<file path="config.mk">
export PLATFORM = sky130hd
export DESIGN_NAME = toggle_counter
export DESIGN_NICKNAME = d
export VERILOG_FILES = /design/src/rtl/toggle_counter.sv
export SDC_FILE = /design/constraint.sdc
export NUM_CORES = 1
export LEC_CHECK = 0
export BUFFER_PORTS_ARGS = -buffer_cell sky130_fd_sc_hd__buf_2
export CORE_MARGIN = 2
export CORE_UTILIZATION = 44
export DETAILED_ROUTE_END_ITERATION = 7
export GPL_ROUTABILITY_DRIVEN = 0
export PLACE_DENSITY = 0.69
export SLEW_MARGIN = 20
export SYNTH_ARGS = -nofsm -noshare
export SYNTH_HDL_FRONTEND = slang
export SYNTH_SLANG_ARGS = --single-unit
</file>
<file path="constraint.sdc">
create_clock -name clk -period 1.35 [get_ports clk]
set_input_delay 0.135 -clock clk [delete_from_list [all_inputs] [get_ports clk]]
set_output_delay 0.135 -clock clk [all_outputs]
set_load 0.03 [all_outputs]
</file>
<file path="src/rtl/toggle_counter.sv">
// Modulo-MODULUS up/down counter with registered toggle mask, terminal-count pulse and sticky wrap flag.
// Optional step prescaler is compiled in with TOGGLE_COUNTER_PRESCALE_EN.
module toggle_counter #(
  parameter int WIDTH    = 4,
  parameter int MODULUS  = 10,
  parameter int PRESCALE = 4
) (
  input  logic             clk,
  input  logic             rstn,
  input  logic             en,
  input  logic             up,
  input  logic             load,
  input  logic [WIDTH-1:0] load_val,
  input  logic             clr_wrap,
  output logic [WIDTH-1:0] count,
  output logic [WIDTH-1:0] t_vec,
  output logic             tc,
  output logic             wrapped
);

  localparam int WIDTH_EXT = WIDTH + 1;
  localparam logic [WIDTH-1:0]     MAX_COUNT = WIDTH'(MODULUS - 1);
  localparam logic [WIDTH_EXT-1:0] MOD_EXT   = WIDTH_EXT'(MODULUS);

  if (MODULUS < 2 || MODULUS > (1 << WIDTH) || PRESCALE < 2) begin : g_param_check
    $error("toggle_counter: illegal MODULUS/PRESCALE for WIDTH");
  end

  logic             step;
  logic             wrap;
  logic [WIDTH-1:0] next_count;

`ifdef TOGGLE_COUNTER_PRESCALE_EN
  localparam int PRE_W = $clog2(PRESCALE);
  localparam logic [PRE_W-1:0] PRE_MAX = PRE_W'(PRESCALE - 1);

  logic [PRE_W-1:0] pre;

  // Load realigns the prescaler so the next step is a full PRESCALE enables away.
  always_ff @(posedge clk or negedge rstn) begin
    if (!rstn) begin
      pre <= '0;
    end else if (load) begin
      pre <= '0;
    end else if (en) begin
      pre <= (pre == PRE_MAX) ? '0 : pre + PRE_W'(1);
    end
  end

  assign step = en && !load && (pre == PRE_MAX);
`else
  assign step = en && !load;
`endif

  always_comb begin
    next_count = count;
    wrap       = 1'b0;
    if (load) begin
      // Out-of-range load values clamp to the top of the range.
      next_count = ({1'b0, load_val} < MOD_EXT) ? load_val : MAX_COUNT;
    end else if (step) begin
      if (up) begin
        if (count == MAX_COUNT) begin
          next_count = '0;
          wrap       = 1'b1;
        end else begin
          next_count = count + WIDTH'(1);
        end
      end else begin
        if (count == '0) begin
          next_count = MAX_COUNT;
          wrap       = 1'b1;
        end else begin
          next_count = count - WIDTH'(1);
        end
      end
    end
  end

  always_ff @(posedge clk or negedge rstn) begin
    if (!rstn) begin
      count   <= '0;
      t_vec   <= '0;
      tc      <= 1'b0;
      wrapped <= 1'b0;
    end else begin
      count   <= next_count;
      t_vec   <= count ^ next_count;
      tc      <= wrap;
      // A wrap on the same edge as a clear wins.
      wrapped <= wrap | (wrapped & ~clr_wrap);
    end
  end

endmodule
</file>
==> results of run 1 <==
[metal layers]
layer | GRT usage [%] | wire [um] | vias up
met5 | 0 | 0 | -
met4 | 5.45 | 11 | 0
met3 | 6.25 | 52 | 2
met2 | 32.2 | 871 | 13
met1 | 24.5 | 772 | 315
li1 | - | - | 339
[where the power goes]
group          leakage (nW)  switching, mW  total [mW]  internal (mW)
combinational         0.293          0.267       0.456          0.189
sequential            0.120         0.0201       0.360          0.340
clock                0.0150          0.106       0.220          0.114
total                 0.427          0.393        1.04          0.644
[worst min-delay path, delay by kind of cell]
kind | cells | cell delay [ns]
AO/OA/AOI/OAI | 1 | 0.06
AND/OR/NAND/NOR | 1 | 0.07
buffers and inverters | 1 | 0.11
[flip-flops by register name, indices dropped and copies added, names as in the netlist]
register	count
count	4
t_vec	4
tc	1
wrapped	1
[cell usage in the layout, fill, tap and decap left out, types with 3 or more instances in the layout]
| master | netlist | layout |
|---|---|---|
| o21ai_0 | 8 | 7 |
| dfrtp_2 | 0 | 4 |
| nor2_1 | 4 | 4 |
| inv_1 | 4 | 4 |
| dfrtp_1 | 10 | 6 |
| a21oi_1 | 9 | 9 |
| buf_2 | 3 | 18 |
| buf_4 | 0 | 10 |
| clkbuf_4 | 0 | 3 |
| nor2b_1 | 4 | 4 |
[how the worst max path moves through the flow]
stage	end	slack [ns]
after floorplan	count[2]	-0.11
after global placement	count[2]	-0.04
after detailed placement	count[2]	-0.07
after CTS	count[2]	-0.08
after global routing	count[2]	-0.16
final	count[2]	-0.11
[cells by family after synthesis]
logic type | after synthesis
AO/OA/AOI/OAI | 30
XOR/XNOR | 3
flip-flops | 10
buffers and inverters | 11
AND/OR/NAND/NOR | 26
[stage by stage]
| step | utilization (%) | hold WS [ns] | worst slack [ns] |
|---|---|---|---|
| after detailed placement | 56.6 | 0.00512 | -0.0688 |
| after global routing | 62.7 | 0.139 | -0.163 |
| after global placement | 56.6 | -0.00205 | -0.0369 |
| after CTS | 60.9 | 0.128 | -0.0826 |
| after floorplan | - | -0.161 | -0.113 |
| final | 62.7 | 0.129 | -0.110 |
[area by class of cell]
| cell class | instances | area [sq um] | share of cell area [%] |
|---|---|---|---|
| multi-input combinational | 59 | 430 | 46.1 |
| sequential | 10 | 255 | 27.3 |
| timing repair buffer | 30 | 186 | 20.0 |
| clock buffer | 4 | 26.3 | 2.82 |
| tap | 16 | 20.0 | 2.14 |
| inverter | 4 | 15.0 | 1.61 |
[timing repair]
action / CTS / global route
setup endpoints to repair: 3 / 8
endpoints found under the hold margin: 10 / 0
pin swaps: 0 / 4
hold buffers: 1 / 0
gates resized for setup: 1 / 7
setup buffers: 2 / 1
==> impl_metrics.ini, run 1 <==
[status]
status = finished with violations
violations = setup timing

[setup_path]
regToRegSetupSlack_ns = -0.11
critPathKind = flop to flop
path_depth = 4
path_cells = or4_4 -> o22ai_4 -> nor3b_2 -> o31ai_2
critPathCaptureType = flop
crit_path_top_delay_cell = or4_4
crit_arrival_ns = 1.64
cp_top_family = simple AND/OR/NAND/NOR gates
crit_required_ns = 1.53
path_max_fanout = 3
r2r-start = count[1]
slowest_delay_ns = 0.54
crit_buf_inv = 0
rr_worst_depth = 4
startpoint = count[1]
critPathLaunchType = flop
r2r-end = count[2]

[clock_tree]
cts_sinks = 10
cts_htree_levels = 1
cts_tree = built
cts-buffers-inserted = 3
clock_path_buffers = 2
clk_latency_ns = 0.27
clkTransAtPathRegs_ns = 0.07
clockRootBuffer = clkbuf_4

[routing]
dr_total_vias = 669
routed_wl_um = 1710
antenna_left = 0
drt-wirelength-per-cell_um = 13.9
dr.pass1.iters = 4
remaining_drc_errors = 0
vias_per_cell = 5.44
drtIter0Drc = 14

[logic_synthesis]
synth_edf_count = 0
synth_top_family_by_area = compound AO/OA/AOI/OAI gates
synth_top_area_share_pct = 36.5
ys_seq_area_share_pct = 36.5
synth_commonest_cells = 10 x dfrtp_1, 9 x a21oi_1, 8 x o21ai_0
synthTopCellsByArea = dfrtp_1 36%, a21oi_1 6.6%, o21ai_0 5.8%, nor2b_1 3.6%, or2_2 2.7%
syn_area_per_cell_sq_um = 8.57
synthAdderAreaFrac_pct = 0
synth_cells = 80
ys.flop_type = dfrtp_1
synthMuxAreaShare_pct = 0
synthSimpleGateAreaFrac_pct = 22.6
synth.most_common_cell = dfrtp_1
synth_top_cell_by_area = dfrtp_1
synth_area_sq_um = 686
synth-async-reset-ratio_pct = 100
ys_warn_count = 0
synth.distinct_cells = 35
syn-num-nets = 90
synth_xor_area_share_pct = 3.83
synth-compound-area-share_pct = 29.4
ys_ff_latch = 10

[sta]
setup_violations = 4
final_hold_viol_count = 0
setup_tns_ns = -0.286
fin_crit_sh_pct = 108
worst_slew_pin_slew_ns = 0.319
period_needed_ns = 1.46
skew_ns = 0.00539
finalMaxSlewViolations = 0
rsz0062_at_grt = yes
fin_ws_ns = -0.110
slew_headroom_pct = 78.7
fmax_ghz = 0.685

[die]
dieArea_sq_um = 1890
die_x_um = 43.5
initial_core_util_pct = 46.1
boundaryPins = 20
core_sq_um = 1490
chipHeight_um = 43.5
std_cell_rows = 14

[power_and_ir_drop]
p_per_area_nw_per_um2 = 1110
p_total_mw = 1.04
vdd_drop_max_uv = 692
power.leakage_nw = 0.427

[grt]
grt_pass1_wl_um = 2690
overflow = 0
antenna_found_initial = 0
grt_max_degree = 13
grt_usage_pct = 19.5
first_global_vias = 617

[finish]
finalNonFillerCells = 123
drive_above_1_share_pct = 45.8
diodes = 0
syn_to_final_growth_pct = 36.1
fin_area_sq_um = 933
fin_nets = 118
fillCellCount = 142

[placement]
placed_cell_area_sq_um = 843
portBuffers = 19
dp_hpwl_um = 1240
dp_cells = 115

[min_path]
hold_class = input pin to flop
min_to = count[2]
hold_path_depth = 3
hp-start = load_val[2]

[run]
drv_cap = 0
No activity file was read; power rests on OpenSTA's default activity.
==> inputs of run 2 (changes only) <==
- ABC_AREA: default -> 1
- CORE_UTILIZATION: 44 -> 42
- PLACE_DENSITY: 0.69 -> 0.68
==> run 2 against run 1 <==
Against the previous run:
- the flow now finishes without violations
- die area is 6.8% lower
- fmax grew 12%
- power down 11%
- via count decreased by 8.4%
- count of clock-buffer cells in the layout did not move
- register-to-register slack better by 0.16 ns
- first-iteration DRC count decreased by 29%
- clock power barely moved
- synthesized cell count up 11%
- sequential cell count stayed put
- combinational power shrank 29%
- sequential share of layout area is 5.7 points higher
- largest cell class unchanged
- largest power group is now registers
==> impl_metrics.ini, run 2 <==
[routing]
vias_per_cell = 4.79
dr_total_vias = 613
drt-wirelength-per-cell_um = 10.5
routed_wl_um = 1350
dr.pass1.iters = 4
remaining_drc_errors = 0
antenna_left = 0
drtIter0Drc = 10

[logic_synthesis]
synthTopCellsByArea = dfrtp_1 41%, nand2_1 19%, nand3_1 12%, inv_1 7.4%, nor2_1 5.0%
ys.flop_type = dfrtp_1
synth.most_common_cell = nand2_1
synth-async-reset-ratio_pct = 100
synth.distinct_cells = 16
ys_ff_latch = 10
synth_top_cell_by_area = dfrtp_1
ys_warn_count = 0
synth_cells = 89
syn_area_per_cell_sq_um = 6.80
ys_seq_area_share_pct = 41.3
synth_top_area_share_pct = 41.3
synth_commonest_cells = 30 x nand2_1, 14 x nand3_1, 12 x inv_1
synth_area_sq_um = 606
synth_edf_count = 0
syn-num-nets = 99

[setup_path]
crit_required_ns = 1.50
critPathKind = flop to flop
critPathCaptureType = flop
regToRegSetupSlack_ns = 0.05
r2r-end = t_vec[3]
r2r-start = count[1]
endpoint = t_vec[3]
startpoint = count[1]
rr_worst_depth = 10
path_max_fanout = 7
crit_arrival_ns = 1.45
critPathLaunchType = flop

[clock_tree]
cts_tree = built
cts_htree_levels = 1
clk_latency_ns = 0.27
clkTransAtPathRegs_ns = 0.07
cts_sinks = 10
clock_path_buffers = 2
clockRootBuffer = clkbuf_4
cts-buffers-inserted = 3

[sta]
setup_tns_ns = 0
slew_headroom_pct = 82.5
rsz0062_at_grt = yes
worst_slew_pin_slew_ns = 0.262
fin_crit_sh_pct = 96.4
fmax_ghz = 0.768
period_needed_ns = 1.30
finalMaxSlewViolations = 0
setup_violations = 0
timing.hold.ws_ns = 0.0521
final_hold_viol_count = 0
skew_ns = 0.00854
fin_ws_ns = 0.0485

[grt]
first_global_vias = 521
grt_usage_pct = 16.6
antenna_found_initial = 0
grt_pass1_wl_um = 2230
overflow = 0
grt_max_degree = 11

[die]
initial_core_util_pct = 46.0
core_sq_um = 1320
dieArea_sq_um = 1760
std_cell_rows = 13
chipHeight_um = 42.0
boundaryPins = 20
die_x_um = 42.0

[finish]
multi_input_area_sq_um = 292
drive_above_1_share_pct = 32.7
reg_top3 = count: 4 flops, t_vec: 4 flops
fin_nets = 124
fillCellCount = 137
syn_to_final_growth_pct = 27.5
finalNonFillerCells = 128
diodes = 0
layout_common_cells = 29 x nand2_1, 19 x buf_2, 14 x nand3_1
final_common_cell = nand2_1
regArea_sq_um = 255

[placement]
dp_cells = 120
dp_hpwl_um = 1040
portBuffers = 19
dp_slack_ns = 0.0648

[status]
status = completed

[min_path]
hp-start = clr_wrap
hold_class = input pin to flop

[power_and_ir_drop]
p_total_mw = 0.928
p_per_area_nw_per_um2 = 1200
vdd_drop_max_uv = 607
power.leakage_nw = 0.460

[run]
drv_cap = 0
## run 2: cell types whose count changed after synthesis, moves of 3 or more
cell      delta
nand2_1     +27
nand3_1     +13
inv_1        +8
o21ai_0      -6
nor2_1       +4
or2_2        -3
a21oi_1      -7
clkbuf_1     -3
nor2b_1      -4
## run 2: cell families (layout without fill, tap and decap cells)
kind of cell,count (synthesis),count (layout),share of synthesized area (%)
AOI/OAI and AO/OA,4,4,3.31
xor gates and xnor gates,3,3,4.34
buffers and inverters,17,41,12.2
DFF,10,10,41.3
and+or+nand+nor,55,55,38.8
## run 2: timing repair
item	CTS	global route
resized for setup	0	4
setup endpoints to repair	0	4
hold buffers	1	0
setup buffers	0	3
endpoints found under the hold margin	10	0
## run 2: metrics by stage
stage / instance area [sq um] / utilization (%)
global placement: 708 / 53.8
detailed placement: 708 / 53.8
CTS: 744 / 56.5
global route: 772 / 58.6
floorplan: 618 / -
finish: 772 / 58.6
## run 2: per-layer routing
| layer | vias to the layer above | global-route usage [%] | wire length [um] | part of all wire [%] |
|---|---|---|---|---|
| li1 | 320 | - | - | - |
| met1 | 268 | 23.2 | 662 | 49 |
| met2 | 20 | 25.0 | 602 | 45 |
| met3 | 5 | 2.59 | 54 | 4.0 |
| met4 | 0 | 7.74 | 29 | 2.1 |
| met5 | - | 0 | 0 | 0 |
## run 2: area by class of cell
class | count | area share [%]
Tap cell | 15 | 2.43
Multi-Input combinational cell | 62 | 37.8
Inverter | 14 | 6.81
Clock buffer | 4 | 3.40
Sequential cell | 10 | 33.1
Timing Repair Buffer | 23 | 16.5
## run 2: worst min-delay path by stage
stage / slack [ns] / depth (start not counted) / to
CTS: 0.05 / 2 / wrapped
detailed placement: 0.01 / 1 / t_vec[1]
finish: 0.05 / 2 / wrapped
global route: 0.05 / 2 / wrapped
floorplan: -0.16 / 0 / count[0]
global placement: 0.005 / 1 / t_vec[0]
## run 2: power breakdown
part	total (mW)	internal (mW)	switching, mW
Clock	0.217	0.114	0.103
Sequential	0.385	0.343	0.0414
Combinational	0.326	0.113	0.213
## run 2: worst max-delay path, cell delays in order, from the launching register on
cell and delay (ns):
dfrtp_2 0.47, nor2_4 0.16, nand2_1 0.08, nand2_2 0.06
nor2_1 0.04, nor2_1 0.08, nand2_1 0.06, nand2_1 0.07
nand2_1 0.06, nand2_1 0.05, nand2_1 0.04
